**src/rtl/risc_io_uart_tx_if.sv**
```systemverilog
// -----------------------------------------------------------------------------
// risc_io_uart_tx_if
// CPU 8-bit I/O bus as seen by one peripheral.
//   i_bus_address : 8-bit address driven by the CPU
//   i_bus_data    : 8-bit write data driven by the CPU
//   o_bus_data    : 8-bit registered read data returned by the peripheral
//   i_bus_read    : one-cycle read strobe
//   i_bus_write   : one-cycle write strobe
//   o_sel         : combinational address hit, used by the read-data mux
// master = CPU side, slave = peripheral side.
// -----------------------------------------------------------------------------
interface risc_io_uart_tx_if;
  logic [7:0] i_bus_address;
  logic [7:0] i_bus_data;
  logic [7:0] o_bus_data;
  logic       i_bus_read;
  logic       i_bus_write;
  logic       o_sel;

  modport master (
    output i_bus_address,
    output i_bus_data,
    output i_bus_read,
    output i_bus_write,
    input  o_bus_data,
    input  o_sel
  );

  modport slave (
    input  i_bus_address,
    input  i_bus_data,
    input  i_bus_read,
    input  i_bus_write,
    output o_bus_data,
    output o_sel
  );
endinterface

```
**src/rtl/risc_io_uart_tx.sv**
```systemverilog
// -----------------------------------------------------------------------------
// risc_io_uart_tx
// Four-register UART transmitter on the CPU I/O bus: 4-entry TX FIFO,
// 16-bit baud divisor (bit period = DIV+1 clocks), 8N1 serial shifter.
//   i_clk  : clock
//   i_rst  : synchronous active-high reset
//   bus    : I/O bus slave port (address, write data, strobes, read data, o_sel)
//   o_tx   : serial output, registered, idles high
// Register map (offset = address[1:0]):
//   0 DATA   W: push byte into FIFO, R: 0x00
//   1 STATUS R: {0, count[2:0], ovf, busy, full, empty}; W: bit3=1 clears ovf
//   2 DIVL   R/W divisor[7:0]
//   3 DIVH   R/W divisor[15:8]
// -----------------------------------------------------------------------------
module risc_io_uart_tx #(
  parameter logic [7:0]  BASE_ADDR   = 8'hF0,
  parameter logic [15:0] DEFAULT_DIV = 16'd103
) (
  input  logic             i_clk,
  input  logic             i_rst,
  risc_io_uart_tx_if.slave bus,
  output logic             o_tx
);

  typedef enum logic [1:0] {
    ST_IDLE  = 2'd0,
    ST_START = 2'd1,
    ST_DATA  = 2'd2,
    ST_STOP  = 2'd3
  } state_t;

  // FIFO storage and bookkeeping
  logic [7:0]  r_fifo_mem [4];
  logic [1:0]  r_wr_ptr;
  logic [1:0]  r_rd_ptr;
  logic [2:0]  r_count;
  logic        r_ovf;

  // Divisor and frame state
  logic [15:0] r_div;
  logic [15:0] r_frame_div;
  logic [15:0] r_baud_cnt;
  logic [2:0]  r_bit_idx;
  logic [7:0]  r_shift;
  state_t      r_state;
  state_t      w_state_next;
  logic        r_tx;
  logic        w_tx_next;

  // Bus side
  logic [7:0]  r_bus_data;
  logic [7:0]  w_rd_data;
  logic [7:0]  w_status;
  logic        w_sel;
  logic        w_wr;
  logic        w_rd;
  logic [1:0]  w_offset;
  logic        w_push;
  logic        w_push_ok;
  logic        w_pop;
  logic        w_full;
  logic        w_empty;
  logic        w_bit_end;

  assign w_sel       = (bus.i_bus_address[7:2] == BASE_ADDR[7:2]);
  assign w_offset    = bus.i_bus_address[1:0];
  assign w_wr        = bus.i_bus_write & w_sel;
  assign w_rd        = bus.i_bus_read & w_sel;
  assign w_full      = (r_count == 3'd4);
  assign w_empty     = (r_count == 3'd0);
  assign w_push      = w_wr & (w_offset == 2'd0);
  // Fullness uses the pre-edge count, so a same-cycle pop cannot rescue a push.
  assign w_push_ok   = w_push & ~w_full;
  // Equality compare: the counter never has to pass frame_div, so 0xFFFF is safe.
  assign w_bit_end   = (r_baud_cnt == r_frame_div);
  assign w_status    = {1'b0, r_count, r_ovf, (r_state != ST_IDLE), w_full, w_empty};

  assign bus.o_sel      = w_sel;
  assign bus.o_bus_data = r_bus_data;
  assign o_tx           = r_tx;

  // Read-data mux over the pre-edge register values
  always_comb begin
    w_rd_data = 8'h00;
    case (w_offset)
      2'd0:    w_rd_data = 8'h00;
      2'd1:    w_rd_data = w_status;
      2'd2:    w_rd_data = r_div[7:0];
      2'd3:    w_rd_data = r_div[15:8];
      default: w_rd_data = 8'h00;
    endcase
  end

  // Registered read data, loaded only on a hit read strobe
  always_ff @(posedge i_clk) begin
    if (i_rst) begin
      r_bus_data <= 8'h00;
    end else if (w_rd) begin
      r_bus_data <= w_rd_data;
    end else begin
      r_bus_data <= r_bus_data;
    end
  end

  // Divisor and sticky overflow flag
  always_ff @(posedge i_clk) begin
    if (i_rst) begin
      r_div <= DEFAULT_DIV;
      r_ovf <= 1'b0;
    end else begin
      if (w_wr && (w_offset == 2'd2)) begin
        r_div[7:0] <= bus.i_bus_data;
      end
      if (w_wr && (w_offset == 2'd3)) begin
        r_div[15:8] <= bus.i_bus_data;
      end
      if (w_push && w_full) begin
        r_ovf <= 1'b1;
      end else if (w_wr && (w_offset == 2'd1) && bus.i_bus_data[3]) begin
        r_ovf <= 1'b0;
      end
    end
  end

  // TX FIFO: circular buffer with separate occupancy count
  always_ff @(posedge i_clk) begin
    if (i_rst) begin
      r_wr_ptr <= 2'd0;
      r_rd_ptr <= 2'd0;
      r_count  <= 3'd0;
      for (int i = 0; i < 4; i++) begin
        r_fifo_mem[i] <= 8'h00;
      end
    end else begin
      if (w_push_ok) begin
        r_fifo_mem[r_wr_ptr] <= bus.i_bus_data;
        r_wr_ptr             <= r_wr_ptr + 2'd1;
      end
      if (w_pop) begin
        r_rd_ptr <= r_rd_ptr + 2'd1;
      end
      case ({w_push_ok, w_pop})
        2'b10:   r_count <= r_count + 3'd1;
        2'b01:   r_count <= r_count - 3'd1;
        default: r_count <= r_count;
      endcase
    end
  end

  // FSM next state and next line level; the line is registered from w_tx_next
  always_comb begin
    w_state_next = r_state;
    w_tx_next    = r_tx;
    w_pop        = 1'b0;
    case (r_state)
      ST_IDLE: begin
        if (!w_empty) begin
          w_pop        = 1'b1;
          w_state_next = ST_START;
          w_tx_next    = 1'b0;
        end else begin
          w_state_next = ST_IDLE;
          w_tx_next    = 1'b1;
        end
      end
      ST_START: begin
        if (w_bit_end) begin
          w_state_next = ST_DATA;
          w_tx_next    = r_shift[0];
        end else begin
          w_state_next = ST_START;
          w_tx_next    = 1'b0;
        end
      end
      ST_DATA: begin
        // r_shift[0] is always the bit on the line; it shifts at each bit end.
        if (w_bit_end) begin
          if (r_bit_idx == 3'd7) begin
            w_state_next = ST_STOP;
            w_tx_next    = 1'b1;
          end else begin
            w_state_next = ST_DATA;
            w_tx_next    = r_shift[1];
          end
        end else begin
          w_state_next = ST_DATA;
          w_tx_next    = r_shift[0];
        end
      end
      ST_STOP: begin
        w_tx_next = 1'b1;
        if (w_bit_end) begin
          w_state_next = ST_IDLE;
        end else begin
          w_state_next = ST_STOP;
        end
      end
      default: begin
        w_state_next = ST_IDLE;
        w_tx_next    = 1'b1;
      end
    endcase
  end

  // FSM state, line register, shifter and baud counter
  always_ff @(posedge i_clk) begin
    if (i_rst) begin
      r_state     <= ST_IDLE;
      r_tx        <= 1'b1;
      r_shift     <= 8'h00;
      r_frame_div <= 16'h0000;
      r_baud_cnt  <= 16'h0000;
      r_bit_idx   <= 3'd0;
    end else begin
      r_state <= w_state_next;
      r_tx    <= w_tx_next;
      if (w_pop) begin
        // Divisor is frozen per frame so mid-frame DIV writes wait for the next one.
        r_shift     <= r_fifo_mem[r_rd_ptr];
        r_frame_div <= r_div;
        r_baud_cnt  <= 16'h0000;
        r_bit_idx   <= 3'd0;
      end else if (r_state != ST_IDLE) begin
        if (w_bit_end) begin
          r_baud_cnt <= 16'h0000;
          if (r_state == ST_DATA) begin
            r_shift   <= {1'b0, r_shift[7:1]};
            r_bit_idx <= r_bit_idx + 3'd1;
          end
        end else begin
          r_baud_cnt <= r_baud_cnt + 16'd1;
        end
      end
    end
  end

endmodule

```
**src/flat_wrapper.sv**
```systemverilog
// flat-port wrapper written by rule: the top's interface ports become plain ports
module risc_io_uart_tx_flat 
#(
  parameter logic [7:0]  BASE_ADDR   = 8'hF0,
  parameter logic [15:0] DEFAULT_DIV = 16'd103
)
  (i_clk, i_rst, o_tx, bus_i_bus_address, bus_i_bus_data, bus_i_bus_read, bus_i_bus_write, bus_o_bus_data, bus_o_sel);
  risc_io_uart_tx_if bus_i ();
  input  logic i_clk;
  input  logic i_rst;
  output logic o_tx;
  input wire logic [$bits(bus_i.i_bus_address)-1:0] bus_i_bus_address;
  input wire logic [$bits(bus_i.i_bus_data)-1:0] bus_i_bus_data;
  input wire logic [$bits(bus_i.i_bus_read)-1:0] bus_i_bus_read;
  input wire logic [$bits(bus_i.i_bus_write)-1:0] bus_i_bus_write;
  output wire logic [$bits(bus_i.o_bus_data)-1:0] bus_o_bus_data;
  output wire logic [$bits(bus_i.o_sel)-1:0] bus_o_sel;
  assign bus_i.i_bus_address = bus_i_bus_address;
  assign bus_i.i_bus_data = bus_i_bus_data;
  assign bus_i.i_bus_read = bus_i_bus_read;
  assign bus_i.i_bus_write = bus_i_bus_write;
  assign bus_o_bus_data = bus_i.o_bus_data;
  assign bus_o_sel = bus_i.o_sel;
  risc_io_uart_tx #(.BASE_ADDR(BASE_ADDR), .DEFAULT_DIV(DEFAULT_DIV)) u_core (.i_clk(i_clk), .i_rst(i_rst), .bus(bus_i), .o_tx(o_tx));
endmodule
```
**config.mk**
```make
export PLATFORM = sky130hd
export DESIGN_NAME = risc_io_uart_tx_flat
export DESIGN_NICKNAME = d
export VERILOG_FILES = /design/src/rtl/risc_io_uart_tx_if.sv /design/src/rtl/risc_io_uart_tx.sv /design/src/flat_wrapper.sv
export SDC_FILE = /design/constraint.sdc
export NUM_CORES = 1
export LEC_CHECK = 0
export ABC_AREA = 0
export BUFFER_PORTS_ARGS = -buffer_cell sky130_fd_sc_hd__clkbuf_2
export CAP_MARGIN = 20
export CORE_ASPECT_RATIO = 0.75
export CORE_MARGIN = 4
export CORE_UTILIZATION = 45
export CTS_BUF_LIST = sky130_fd_sc_hd__clkbuf_8
export DETAILED_ROUTE_END_ITERATION = 6
export PLACE_DENSITY_LB_ADDON = 0.3
export SLEW_MARGIN = 5
export SYNTH_ARGS = -nofsm -noshare
export SYNTH_HDL_FRONTEND = slang
export SYNTH_SLANG_ARGS = --single-unit
```
**constraint.sdc**
```tcl
create_clock -name i_clk -period 3.2 [get_ports i_clk]
set_clock_uncertainty 0.2 [all_clocks]
set_input_delay 0.48 -clock i_clk [delete_from_list [all_inputs] [get_ports i_clk]]
set_output_delay 0.48 -clock i_clk [all_outputs]
set_load 0.02 [all_outputs]
```
==> run summary <==
FP Rows: 33
Drt first pass iters: 6
GRT Max-Usage Layer: met1
Mapped Cells: 506
EDFF count, synth: 32
Pleak: 2.18 nW
Post-CTS sizing: 0
Sequential area share after synthesis: 50.7%
Number of warnings issued by yosys: 0
Num CTS Buffers: 9
Core Util, Final: 50.2%
Clock slew at reported path FFs: 0.10 ns
Vias in the first global route: 3,516
Slew headroom: 56.9%
Share of cells above drive strength 1: 14.7%
WP data arrival: 2.71 ns
Reg area: 2560 um^2
Die Width: 130 um
List of most frequent post-synthesis cells: dfxtp_1 (80), nor2_1 (65), nand2_1 (50)
Root Driver: clkbuf_8
Comb power frac: 18.1%
Grt ovf: 0
Antenna cells: 0
Synth cell types: 55
Synth top area cells: dfxtp_1 (32%), edfxtp_1 (19%), nor2_1 (4.8%), xor2_1 (4.7%), nand2_1 (3.7%)
Internal power: 2.08 mW
Worst setup EP type: register
Final ANT Viol Nets: 0
Crit path time final: 2.60 ns
Dominant cell type by area after synthesis: dfxtp_1
Avg WL per Cell: 16.6 um
Synth Area in Simple Gates: 20.8%
RD Place Congestion: 0.859
Post-Synth XOR/XNOR Area: 6.06%
CTS sink count: 112
Dominant synthesized flop cell: dfxtp_1
Clock network power share: 28.5%
Worst vdd ir: 243 uV
Cts hold-fix bufs: 0
Drt via density: 5.59
Most numerous cell in the Yosys netlist: dfxtp_1
Pwr Density: 543 nW/um^2
Initial Utilization: 46.2%
First-pass GRT wire length: 18,700 um
Final setup fails: 0
Residual DRC: 0
Worst-Margin Slew: 0.644 ns
Vias: 3,740
Met1 Resource Use GR: 28.8%
Mapped Area: 5060 um^2
CP Launch Type: register
Total I/O pin count: 30
Max-slew violations: 0
Drt total wl: 11,100 um
Area fraction in compound gates after synthesis: 10.3%
Fin nets: 549
Clock buffer depth: 2
CTS tree: built
Starting DRC count in detailed routing: 293
Area grow syn2layout: 8.58%
Top cell type's share of synthesized area: 31.7%
Fin. Hold Viols: 0
Switching Fraction: 30.2%
Met2 Resource Use GR: 24.9%
Final period util: 81.2%
Crit Path Max Fanout: 6
Post-synthesis adder-cell area fraction: 1.39%
Setup TNS: 0 ns
Die Ht: 99.8 um
DIE AREA: 13,000 um^2
Filler cells: 983
Area of the multi-input gates: 2300 um^2
Post-detail-place hpwl: 8120 um
# H-tree levels: 3
RSZ-0062 raised after global routing: false
Largest family of logic cells by synthesized area: simple AND/OR/NAND/NOR gates
Max cap viols: 0
Asr flop ratio synth: 0%
Max Clk Rate: 0.385 GHz
HP Class: primary input to register
Flop pwr share: 53.4%
Psw: 0.901 mW
Synth Area per Inst: 10.0 um^2
Outcome: completed
CP Class: register to register
GR Util All Layers: 18.4%
Core area: 10,900 um^2
Grt met3 use: 5.11%
Antenna violations before repair: 0
# port buffers: 29
Largest net degree at the start of global routing: 51
Hold WS: 0.189 ns
Post-CTS Setup Bufs: 0
#FFs+latches synth: 112
CP required: 3.32 ns
Post-synthesis mux area share: 6.83%
Worst-Skew Late Latency: 0.39 ns
Syn nets: 531
[logic make-up after synthesis]
| group | count (synthesis) |
|---|---|
| AO/OA/AOI/OAI | 81 |
| XOR/XNOR | 35 |
| adder cells (fa/ha/maj) | 5 |
| buffers and inverters | 45 |
| flip-flops | 112 |
| multiplexers | 24 |
| AND/OR/NAND/NOR | 204 |
[layer usage]
layer  up-vias  wire length (um)
li1       1819                 -
met1      1785              5700
met2       127              4560
met3         9               671
met4         0               157
met5         -                 0
[power by group through the flow]
stage	clock network, mW	logic (mW)	registers (mW)
finish	0.850	0.538	1.59
global route	0.920	0.603	1.61
CTS	0.861	0.541	1.59
detailed placement	0	0.540	1.63
global placement	0	0.529	1.62
floorplan	0	0.439	1.60
[layout by cell type (no fill, tap or decap), types with 7 or more instances in the layout]
cell and count:
clkbuf_2 29, or3_1 7, nor2_1 65, o21ai_0 14
xor2_1 27, mux4_2 8, a211oi_1 8, buf_4 8
clkbuf_8 9, dfxtp_1 80, xnor2_1 8, a21oi_1 31
nand2_1 50, a22oi_1 7, and2_1 19, nor3_1 10
mux2i_1 12, nand3_1 14, edfxtp_1 32, inv_1 15
[registers in the layout (all words and copies together) (netlist names), named ones only]
| register | flops |
|---|---|
| u_core.bus.o_bus_data | 8 |
| u_core.o_tx | 1 |
| u_core.r_baud_cnt | 16 |
| u_core.r_bit_idx | 3 |
| u_core.r_count | 3 |
| u_core.r_div | 16 |
| u_core.r_fifo_mem | 32 |
| u_core.r_frame_div | 16 |
| u_core.r_ovf | 1 |
| u_core.r_rd_ptr | 2 |
| u_core.r_shift | 8 |
| u_core.r_state | 2 |
| u_core.r_wr_ptr | 2 |
[worst max-delay path, cell delays in order (launching register included)]
cell     delay (ns)
dfxtp_1        0.41
nor3b_1        0.35
nor2_1         0.18
nand2_1        0.16
ha_1           0.20
inv_1          0.06
fa_1           0.37
xor2_1         0.16
or3_1          0.30
a21oi_1        0.15
[final timing paths]
check / start / endpoint / slack [ns] / cells after the start
worst min register to register: u_core.r_div[12] / u_core.r_frame_div[12] / 0.28 / 2
worst max-delay path: u_core.r_count[2] / u_core.r_count[2] / 0.60 / 9
worst min-delay path: bus_i_bus_data[2] / u_core.r_div[10] / 0.19 / 3
worst max register to register: u_core.r_count[2] / u_core.r_count[2] / 0.60 / 9
[final cells by class]
cell class / instances / share of cell area [%]
clock inverter: 7 / 1.32
clock buffer: 9 / 2.26
tap: 140 / 3.19
sequential: 112 / 46.7
multi-input combinational: 349 / 41.8
inverter: 15 / 1.03
timing repair buffer: 37 / 3.74
[per-stage QoR]
step                setup slack (ns)  area [um^2]  std cells  total power [mW]
finish                         0.601         5490        669              2.98
global route                   0.358         5490        669              3.13
CTS                            0.600         5490        669              3.00
detailed placement             0.498         5300        653              2.17
global placement               0.578         5300        653              2.15
floorplan                      0.623         5060        506              2.03
Power figures use the tool's default switching activity.
